==> src/rtl/compress_pack_if.sv <==
// Handshake bundle for compress_pack: 96-bit coefficient beats in, packed 32-bit words out.
interface compress_pack_if;
  logic [95:0] mem_rd_data;
  logic        mem_rd_data_valid;
  logic        mem_rd_data_hold;
  logic [31:0] out_data;
  logic        out_valid;
  logic        out_ready;

  modport master (
    output mem_rd_data,
    output mem_rd_data_valid,
    input  mem_rd_data_hold,
    input  out_data,
    input  out_valid,
    output out_ready
  );

  modport slave (
    input  mem_rd_data,
    input  mem_rd_data_valid,
    output mem_rd_data_hold,
    output out_data,
    output out_valid,
    input  out_ready
  );
endinterface

==> src/rtl/compress_pack.sv <==
// Compresses four 12-bit coefficients per beat to d bits each and packs them LSB-first into 32-bit words.
// Optional feature: define ABR_CMP_RANGE_CHECK_EN to flag accepted coefficients >= 3329 on range_err.
module compress_pack #(
  parameter int BUF_W = 128
) (
  input  logic           clk,
  input  logic           reset,
  input  logic           zeroize,
  input  logic           cmp_enable,
  input  logic [2:0]     num_poly,
  input  logic [2:0]     cmp_mode,
  compress_pack_if.slave bus,
  output logic           done,
  output logic           range_err
);
  localparam int          CNT_W  = $clog2(BUF_W + 1);
  localparam logic [23:0] Q      = 24'd3329;
  localparam logic [23:0] HALF_Q = 24'd1664;

  typedef enum logic {IDLE, RUN} state_t;

  state_t           state_reg;
  logic [3:0]       d_reg;
  logic [8:0]       total_reg;
  logic [8:0]       beat_cnt_reg;
  logic             stage_valid_reg;
  logic [10:0]      y_reg [4];
  logic [BUF_W-1:0] buf_reg;
  logic [CNT_W-1:0] count_reg;
  logic             range_err_reg;
  logic             done_reg;
  logic             out_valid_reg;

  logic [3:0]       d_sel;
  logic             bad_mode;
  logic [10:0]      y_mask;
  logic [10:0]      y_lane [4];
  logic [15:0]      beat_bits;
  logic [15:0]      need_bits;
  logic             hold;
  logic             accept;
  logic             pop;
  logic [BUF_W-1:0] packed_bits;
  logic [BUF_W-1:0] buf_shift;
  logic [BUF_W-1:0] buf_next;
  logic [CNT_W-1:0] cnt_shift;
  logic [CNT_W-1:0] count_next;

  always_comb begin
    d_sel    = 4'd1;
    bad_mode = 1'b0;
    case (cmp_mode)
      3'd0:    d_sel = 4'd1;
      3'd1:    d_sel = 4'd4;
      3'd2:    d_sel = 4'd5;
      3'd3:    d_sel = 4'd10;
      3'd4:    d_sel = 4'd11;
      default: bad_mode = 1'b1;
    endcase
  end

  assign y_mask = 11'((12'd1 << d_reg) - 12'd1);

`ifdef ABR_CMP_RANGE_CHECK_EN
  logic [3:0] lane_oor;
`endif

  // Round-half-up compression: floor((x*2^d + q/2) / q) mod 2^d
  for (genvar gi = 0; gi < 4; gi++) begin : g_lane
    logic [11:0] x;
    logic [11:0] unused_hi;
    logic [23:0] num;
    logic [23:0] quo;
    assign x          = bus.mem_rd_data[24*gi +: 12];
    assign unused_hi  = bus.mem_rd_data[24*gi+12 +: 12];
    assign num        = ({12'd0, x} << d_reg) + HALF_Q;
    assign quo        = num / Q;
    assign y_lane[gi] = 11'(quo) & y_mask;
`ifdef ABR_CMP_RANGE_CHECK_EN
    assign lane_oor[gi] = (x >= 12'd3329);
`endif
  end

  // Room check covers the beat sitting in the compress stage plus the one being offered
  assign beat_bits = {10'd0, d_reg, 2'b00};
  assign need_bits = 16'(count_reg) + (stage_valid_reg ? (beat_bits << 1) : beat_bits);
  assign hold      = (state_reg == RUN) && (need_bits > 16'(BUF_W));
  assign accept    = (state_reg == RUN) && bus.mem_rd_data_valid && !hold &&
                     (beat_cnt_reg != total_reg);
  assign pop       = out_valid_reg && bus.out_ready;

  always_comb begin
    packed_bits = '0;
    for (int i = 0; i < 4; i++) begin
      packed_bits = packed_bits |
                    ({{(BUF_W-11){1'b0}}, y_reg[i]} << (6'(i) * {2'b00, d_reg}));
    end
  end

  assign buf_shift  = pop ? (buf_reg >> 32) : buf_reg;
  assign cnt_shift  = pop ? (count_reg - CNT_W'(32)) : count_reg;
  assign buf_next   = stage_valid_reg ? (buf_shift | (packed_bits << cnt_shift)) : buf_shift;
  assign count_next = stage_valid_reg ? (cnt_shift + CNT_W'(beat_bits)) : cnt_shift;

  always_ff @(posedge clk or posedge reset) begin
    if (reset) begin
      state_reg       <= IDLE;
      d_reg           <= 4'd1;
      total_reg       <= '0;
      beat_cnt_reg    <= '0;
      stage_valid_reg <= 1'b0;
      for (int i = 0; i < 4; i++) y_reg[i] <= '0;
      buf_reg         <= '0;
      count_reg       <= '0;
      range_err_reg   <= 1'b0;
      done_reg        <= 1'b1;
      out_valid_reg   <= 1'b0;
    end else if (zeroize) begin
      state_reg       <= IDLE;
      d_reg           <= 4'd1;
      total_reg       <= '0;
      beat_cnt_reg    <= '0;
      stage_valid_reg <= 1'b0;
      for (int i = 0; i < 4; i++) y_reg[i] <= '0;
      buf_reg         <= '0;
      count_reg       <= '0;
      range_err_reg   <= 1'b0;
      done_reg        <= 1'b1;
      out_valid_reg   <= 1'b0;
    end else begin
      stage_valid_reg <= accept;
      buf_reg         <= buf_next;
      count_reg       <= count_next;
      out_valid_reg   <= (count_next >= CNT_W'(32));
      if (accept) begin
        for (int i = 0; i < 4; i++) y_reg[i] <= y_lane[i];
        beat_cnt_reg <= beat_cnt_reg + 9'd1;
      end
`ifdef ABR_CMP_RANGE_CHECK_EN
      if (accept && (|lane_oor)) range_err_reg <= 1'b1;
`endif
      case (state_reg)
        IDLE: begin
          if (cmp_enable) begin
            state_reg     <= RUN;
            done_reg      <= 1'b0;
            d_reg         <= d_sel;
            total_reg     <= {num_poly, 6'd0};
            beat_cnt_reg  <= '0;
            range_err_reg <= bad_mode;
          end
        end
        RUN: begin
          if ((beat_cnt_reg == total_reg) && !stage_valid_reg && (count_reg == '0)) begin
            state_reg <= IDLE;
            done_reg  <= 1'b1;
          end
        end
        default: begin
          state_reg <= IDLE;
          done_reg  <= 1'b1;
        end
      endcase
    end
  end

  assign bus.mem_rd_data_hold = hold;
  assign bus.out_data         = buf_reg[31:0];
  assign bus.out_valid        = out_valid_reg;
  assign done                 = done_reg;
  assign range_err            = range_err_reg;

endmodule

==> src/flat_wrapper.sv <==
// flat-port wrapper written by rule: the top's interface ports become plain ports
module compress_pack_flat 
#(
  parameter int BUF_W = 128
)
  (clk, reset, zeroize, cmp_enable, num_poly, cmp_mode, done, range_err, bus_mem_rd_data, bus_mem_rd_data_valid, bus_mem_rd_data_hold, bus_out_data, bus_out_valid, bus_out_ready);
  compress_pack_if bus_i ();
  input  logic clk;
  input  logic reset;
  input  logic zeroize;
  input  logic cmp_enable;
  input  logic [2:0] num_poly;
  input  logic [2:0] cmp_mode;
  output logic done;
  output logic range_err;
  input wire logic [$bits(bus_i.mem_rd_data)-1:0] bus_mem_rd_data;
  input wire logic [$bits(bus_i.mem_rd_data_valid)-1:0] bus_mem_rd_data_valid;
  output wire logic [$bits(bus_i.mem_rd_data_hold)-1:0] bus_mem_rd_data_hold;
  output wire logic [$bits(bus_i.out_data)-1:0] bus_out_data;
  output wire logic [$bits(bus_i.out_valid)-1:0] bus_out_valid;
  input wire logic [$bits(bus_i.out_ready)-1:0] bus_out_ready;
  assign bus_i.mem_rd_data = bus_mem_rd_data;
  assign bus_i.mem_rd_data_valid = bus_mem_rd_data_valid;
  assign bus_mem_rd_data_hold = bus_i.mem_rd_data_hold;
  assign bus_out_data = bus_i.out_data;
  assign bus_out_valid = bus_i.out_valid;
  assign bus_i.out_ready = bus_out_ready;
  compress_pack #(.BUF_W(BUF_W)) u_core (.clk(clk), .reset(reset), .zeroize(zeroize), .cmp_enable(cmp_enable), .num_poly(num_poly), .cmp_mode(cmp_mode), .bus(bus_i), .done(done), .range_err(range_err));
endmodule
==> config.mk <==
export PLATFORM = sky130hd
export DESIGN_NAME = compress_pack_flat
export DESIGN_NICKNAME = d
export VERILOG_FILES = /design/src/rtl/compress_pack_if.sv /design/src/rtl/compress_pack.sv /design/src/flat_wrapper.sv
export SDC_FILE = /design/constraint.sdc
export NUM_CORES = 2
export LEC_CHECK = 0
export BUFFER_PORTS_ARGS = -buffer_cell sky130_fd_sc_hd__buf_2
export CORE_MARGIN = 2
export CORE_UTILIZATION = 55
export DETAILED_ROUTE_END_ITERATION = 8
export GPL_TIMING_DRIVEN = 1
export PLACE_DENSITY = 0.7
export SETUP_SLACK_MARGIN = 0.02
export SYNTH_ARGS = -nofsm -noshare
export SYNTH_HDL_FRONTEND = slang
export SYNTH_SLANG_ARGS = --single-unit
==> constraint.sdc <==
create_clock -name clk -period 32.7 [get_ports clk]
set_input_delay 4.905 -clock clk [delete_from_list [all_inputs] [get_ports clk]]
set_output_delay 4.905 -clock clk [all_outputs]
set_load 0.01 [all_outputs]
Yosys cells after proc, flatten, opt, wreduce, memory -nomap -nowiden

Index checks and enable logic that the tools add are counted.

Bits in registers: 207
Latch bits: 0
Memory bits (writable): 0
ROM bits: 0
Input port bits: 108
Memories: 0

Add/sub/neg operators: 9
$mul: 1
Div/mod/pow operators: 4
Magnitude comparators: 2
Equal/unequal tests: 9
Shift operators: 9
Multiplexer cells: 34
Bitwise gates (word level): 9
Reductions and logical operators: 16

Operators by type and width:

| operator                                                               | count |
|---|---|
| 128-bit two-way mux                                                    | 3 |
| 128-bit bitwise OR                                                     | 3 |
| 11-bit by 128-bit bitwise OR with 128-bit output                       | 1 |
| 11-bit by 4-bit << shifter with 128-bit output                         | 1 |
| 11-bit by 5-bit << shifter with 128-bit output                         | 1 |
| 11-bit by 6-bit << shifter with 128-bit output                         | 1 |
| 128-bit by 8-bit << shifter with 128-bit output                        | 1 |
| 24-bit by 11-bit adder with 24-bit output (second input constant)      | 4 |
| 24-bit by 12-bit divider with 24-bit output (second input constant)    | 4 |
| 12-bit by 4-bit << shifter with 24-bit output                          | 4 |
| 44-bit two-way mux                                                     | 2 |
| 9-bit two-way mux                                                      | 7 |
| 11-bit bitwise AND                                                     | 4 |
| 8-bit two-way mux                                                      | 3 |
| 8-bit by 16-bit adder with 16-bit output                               | 1 |
| 16-bit by 8-bit > comparator with 1-bit output (second input constant) | 1 |
| 4-bit case mux with 4 select lines                                     | 1 |
| 1-bit two-way mux                                                      | 12 |
| 4-bit two-way mux                                                      | 3 |
| 1-bit by 4-bit << shifter with 11-bit output (first input constant)    | 1 |
| 11-bit by 1-bit subtractor with 11-bit output (second input constant)  | 1 |
| 9-bit by 1-bit adder with 9-bit output (second input constant)         | 1 |
| 9-bit == test                                                          | 1 |
| 9-bit inequality test                                                  | 1 |
| other kinds (19)                                                       | 31 |

Logic depth before layout (Yosys ltp)

Depth after elaboration: 11
Depth in mapped cells: 64
Depth with buffers taken out: 50

Worst setup path after synthesis

Ideal clock, no wire load.

Kind: in2reg
Start: input port bus_mem_rd_data[50]
End: register u_core.y_reg[11] (netlist bit)
Library setup time: 126 ps
Arrival time: 16975 ps
Required time: 32574 ps
Setup slack: 15599 ps
Stages: 52
Cells stage by stage: mux2i_1 nand2_1 o21ai_0 nand2b_1 inv_1 ha_1 buf_1 inv_1 a211oi_2 nand4_1 or3_1 a2111o_1 o211a_1 o211a_1 a31oi_4 o211ai_4 xnor2_1 o2111ai_2 (+16 left out) nand4_2 o21ai_4 a21boi_2 or4_4 o31a_1 or3_4 a21oi_4 o21ai_2 xnor2_1 inv_1 ha_1 nor2_1 a311oi_1 a211o_1 mux2_4 a311oi_2 o21ai_1 a221o_1

Word-level cells in the longest chain between the ends: 6

RTL lines:

| item                                          | RTL line             | RTL |
|---|---|---|
| start, declared                               | flat_wrapper.sv:16   | `input wire logic [$bits(bus_i.mem_rd_data)-1:0] bus_mem_rd_data;` |
| 12-bit by 4-bit << shifter with 24-bit output | compress_pack.sv:76  | `assign num = ({12'd0, x} << d_reg) + HALF_Q;` |
| 24-bit by 11-bit adder with 24-bit output     | compress_pack.sv:76  |  |
| 24-bit by 12-bit divider with 24-bit output   | compress_pack.sv:77  | `assign quo = num / Q;` |
| 11-bit bitwise AND                            | compress_pack.sv:78  | `assign y_lane[gi] = 11'(quo) & y_mask;` |
| 44-bit two-way mux                            | compress_pack.sv:135 | `if (accept) begin` |
| 44-bit two-way mux                            | compress_pack.sv:118 | `end else if (zeroize) begin` |
| end, declared                                 | compress_pack.sv:27  | `logic [10:0] y_reg [4];` |

Every way passes these cells. The select of a mux whose other input is x is not followed.
A chain may end at the register's enable or synchronous reset.

Worst setup path in the final report

Start: input port bus_mem_rd_data[74]
End: register u_core.y_reg[0] (netlist bit)

The elaborated chain is that of the path after synthesis.

==> results by group <==
Run
  – Max cap viols: 0

Place
  – Port bufs: 95
  – Dpl cells: about 6k
  – RD Place Congestion: approximately 1.0
  – HPWL after DPL: between 90000 and 100000 um
  – Placed Area: a little under 0.04 mm^2
  – DP Worst Slack: 11680 ps

Pwr
  – Max IR drop VDD: roughly 0.037 mV
  – P_leak: ~15 nW
  – Overall power: approximately 1.7 mW
  – P per Cell Area: 42.8 mW/mm^2

Global routing
  – Largest net degree at the start of global routing: approximately 110
  – First-pass GRT wire length: approximately 200000 um
  – Initial antenna violation count: 2
  – All-layer global routing usage: 0.343
  – Vias in the first global route: approximately 38k
  – Total gr overflow: 0

Synthesis
  – Synth unique cells: roughly 160
  – Sequential-to-total area share from yosys stat: 0.130
  – Synth top area cells: dfrtp_1, nand2_1, nor2_1, mux2i_1, a21oi_1
  – Post-synth EDFFs: 0
  – Synth Area per Inst: approximately 7 um^2
  – Synthesized area: ~0.038 mm^2
  – Post-Syn Instances: approximately 5.4k
  – Yosys top cell by area: dfrtp_1
  – Net count of the mapped netlist: 5554
  – Ys Warns: 0
  – Count leader, synth: nand2_1
  – Top_reg_cell synth: dfrtp_1
  – Synth Register Bits: about 200
  – Top-area cell type share of the netlist area: 0.129
  – Leading post-synthesis cells by instance count: nand2_1, nor2_1, a21oi_1
  – Async SR Flop Fraction: 1.00

Critical path
  – CP endpoint kind: flip-flop
  – CP max-delay cell: a41oi_1
  – R2r setup slk: between 15000 and 20000 ps
  – Startpoint Class: input port
  – Worst R2R End: u_core.y_reg[0]
  – R2R depth: a little over 50
  – Arr. time, crit path: 21260 ps
  – Crit path max fanout: 14
  – Critical Path Max Stage Delay: 720 ps
  – Setup Crit Path Kind: input port to flip-flop
  – FF-to-FF Start: u_core.d_reg[0]
  – CP required: approximately 33000 ps

Timing
  – Total negative setup slack: 0 ps
  – Fin crit period: around 21000 ps
  – Final period util: 0.639
  – Final hold violations: 0
  – Max Clock Skew: between 15 and 20 ps
  – Final max-slew violation count: 0
  – Relative slew margins: 0.140
  – Unrepaired setup endpoints after global routing: no
  – Least-Margin Pin Slew: roughly 1300 ps
  – Max Freq: roughly 0.048 GHz
  – Setup violations, final: 0
  – Final WS setup: around 12000 ps

Detailed routing
  – 1st-iter DRT viols: 4812
  – Vias: 42.9k
  – DR pass1 iterations: 8
  – Drt total wl: 128000 um
  – Via-to-Cell Ratio: 6.91
  – Routed len/inst: approximately 21 um
  – Routed Antenna Nets: 0
  – # DRC: 0

Status
  – Outcome: finished, final reports clean

Layout
  – Non-Filler Instances: 6214
  – NumNets Final: about 5.4k
  – Layout cell share with drive strength beyond 1: 0.104
  – Final Cell Area: 0.0393 mm^2
  – Largest register FFs: 128
  – FILL cells: around 6.8k
  – Area of the multi-input gates: approximately 0.031 mm^2
  – Register Area: 0.00497 mm^2
  – Area Growth Syn to Fin: 3.38%

Worst hold path
  – HP Class: flip-flop to flip-flop
  – Hold_sp: u_core.done
  – WHS Path Cells: 2
  – Hold Path End: u_core.done

Clock tree
  – Cts repair resizes: 0
  – TritonCTS clock tree: yes
  – CTS sink cnt: just under 200
  – Cts bufs inserted: 17
  – H-tree lvl count: 4
  – Root Driver: clkbuf_16
  – Reg clk slew, reported paths: around 80 ps
  – Clock latency on the worst-skew pair: between 400 and 500 ps
  – CTS max path bufs: 2
  – Hold_buf cts: 0
  – Postcts setup bufs: 0

Die
  – Die ar.: around 0.07 mm^2
  – Core Box Area: between 0.06 and 0.07 mm^2
  – Initial Util: 0.555
  – Die height: between 200 and 300 um
  – Num rows: 96
  – Io pins: approximately 140
  – Width of the die: around 270 um
power by group:
part	internal (mW)	switching [mW]	total, mW	leakage [nW]
clock	0.127	0.108	0.235	0.309
sequential	0.255	0.0120	0.267	2.74
combinational	0.404	0.776	1.18	11.7
total	0.787	0.896	1.68	14.8
kinds of logic (layout without fill, tap and decap cells):
group,after synthesis,count (layout),synth area share
AO/OA/AOI/OAI,1924,1924,0.366
XOR/XNOR,275,275,0.0667
adder cells (fa/ha/maj),42,42,0.0145
buffers and inverters,367,242,0.0439
flip-flops,198,198,0.130
multiplexers,310,310,0.0902
other,0,2,0
AND/OR/NAND/NOR,2290,2290,0.289
layout by cell type (no fill, tap or decap), types with 37 or more instances in the layout:
cell type	synthesis	routed
o21ai_1	44	43
dfrtp_1	196	191
nand4_1	63	63
nor4_1	37	37
o31ai_1	52	52
or3_1	54	54
nand2b_1	50	50
buf_4	39	43
nor2_1	586	583
a21oi_1	332	332
mux2i_1	180	180
xor2_1	85	85
and2_1	97	96
buf_2	32	94
a21o_1	71	71
inv_1	69	66
a211oi_1	94	94
o211ai_1	81	81
a31oi_1	138	138
o21ai_0	306	306
xnor2_1	179	179
and3_1	61	61
a22oi_1	72	72
mux2_2	107	107
o22ai_1	80	80
nand3_1	162	162
a22o_1	40	40
nor3_1	152	151
o21a_1	40	40
nand2_1	789	788
layer usage:
metal | part of all wire | vias to the layer above | track usage
met1 | 0.44 | 20500 | 0.475
met5 | 0.00020 | - | 0
met3 | 0.076 | 259 | 0.0373
met2 | 0.45 | 1829 | 0.561
met4 | 0.029 | 4 | 0.101
li1 | - | 20400 | -
cell type report:
class / count / area share
inverter: 73 / 0.00716
multi-input combinational: 4841 / 0.800
tap: 931 / 0.0296
clock buffer: 19 / 0.0115
antenna: 2 / 0.000127
timing repair buffer: 138 / 0.0207
clock inverter: 12 / 0.00465
sequential: 198 / 0.126
how the worst max path moves through the flow:
stage,start,end,slack (ps),cells past startpoint
after floorplan,bus_mem_rd_data[50],u_core.y_reg[11],15600,52
after global placement,bus_mem_rd_data[74],u_core.y_reg[0],11890,52
after detailed placement,bus_mem_rd_data[74],u_core.y_reg[0],11680,52
after CTS,bus_mem_rd_data[74],u_core.y_reg[0],12080,52
after global routing,bus_mem_rd_data[74],u_core.y_reg[0],10380,52
final,bus_mem_rd_data[74],u_core.y_reg[0],11810,52
per-stage QoR:
stage | hold WS (ps) | utilization
final | 472 | 0.573
after global routing | 496 | 0.573
after CTS | 473 | 0.573
after detailed placement | 455 | 0.564
after global placement | 447 | 0.564
after floorplan | 450 | -
worst max-delay path, delay by kind of cell:
kind            cells  cell delay (ps)
xor+xnor            4              920
compound gates     24             8890
simple gates       15             4260
mux                 2              800
fa+ha+maj           2              520
buf+inv             5              920
No activity file was read; power rests on OpenSTA's default activity.
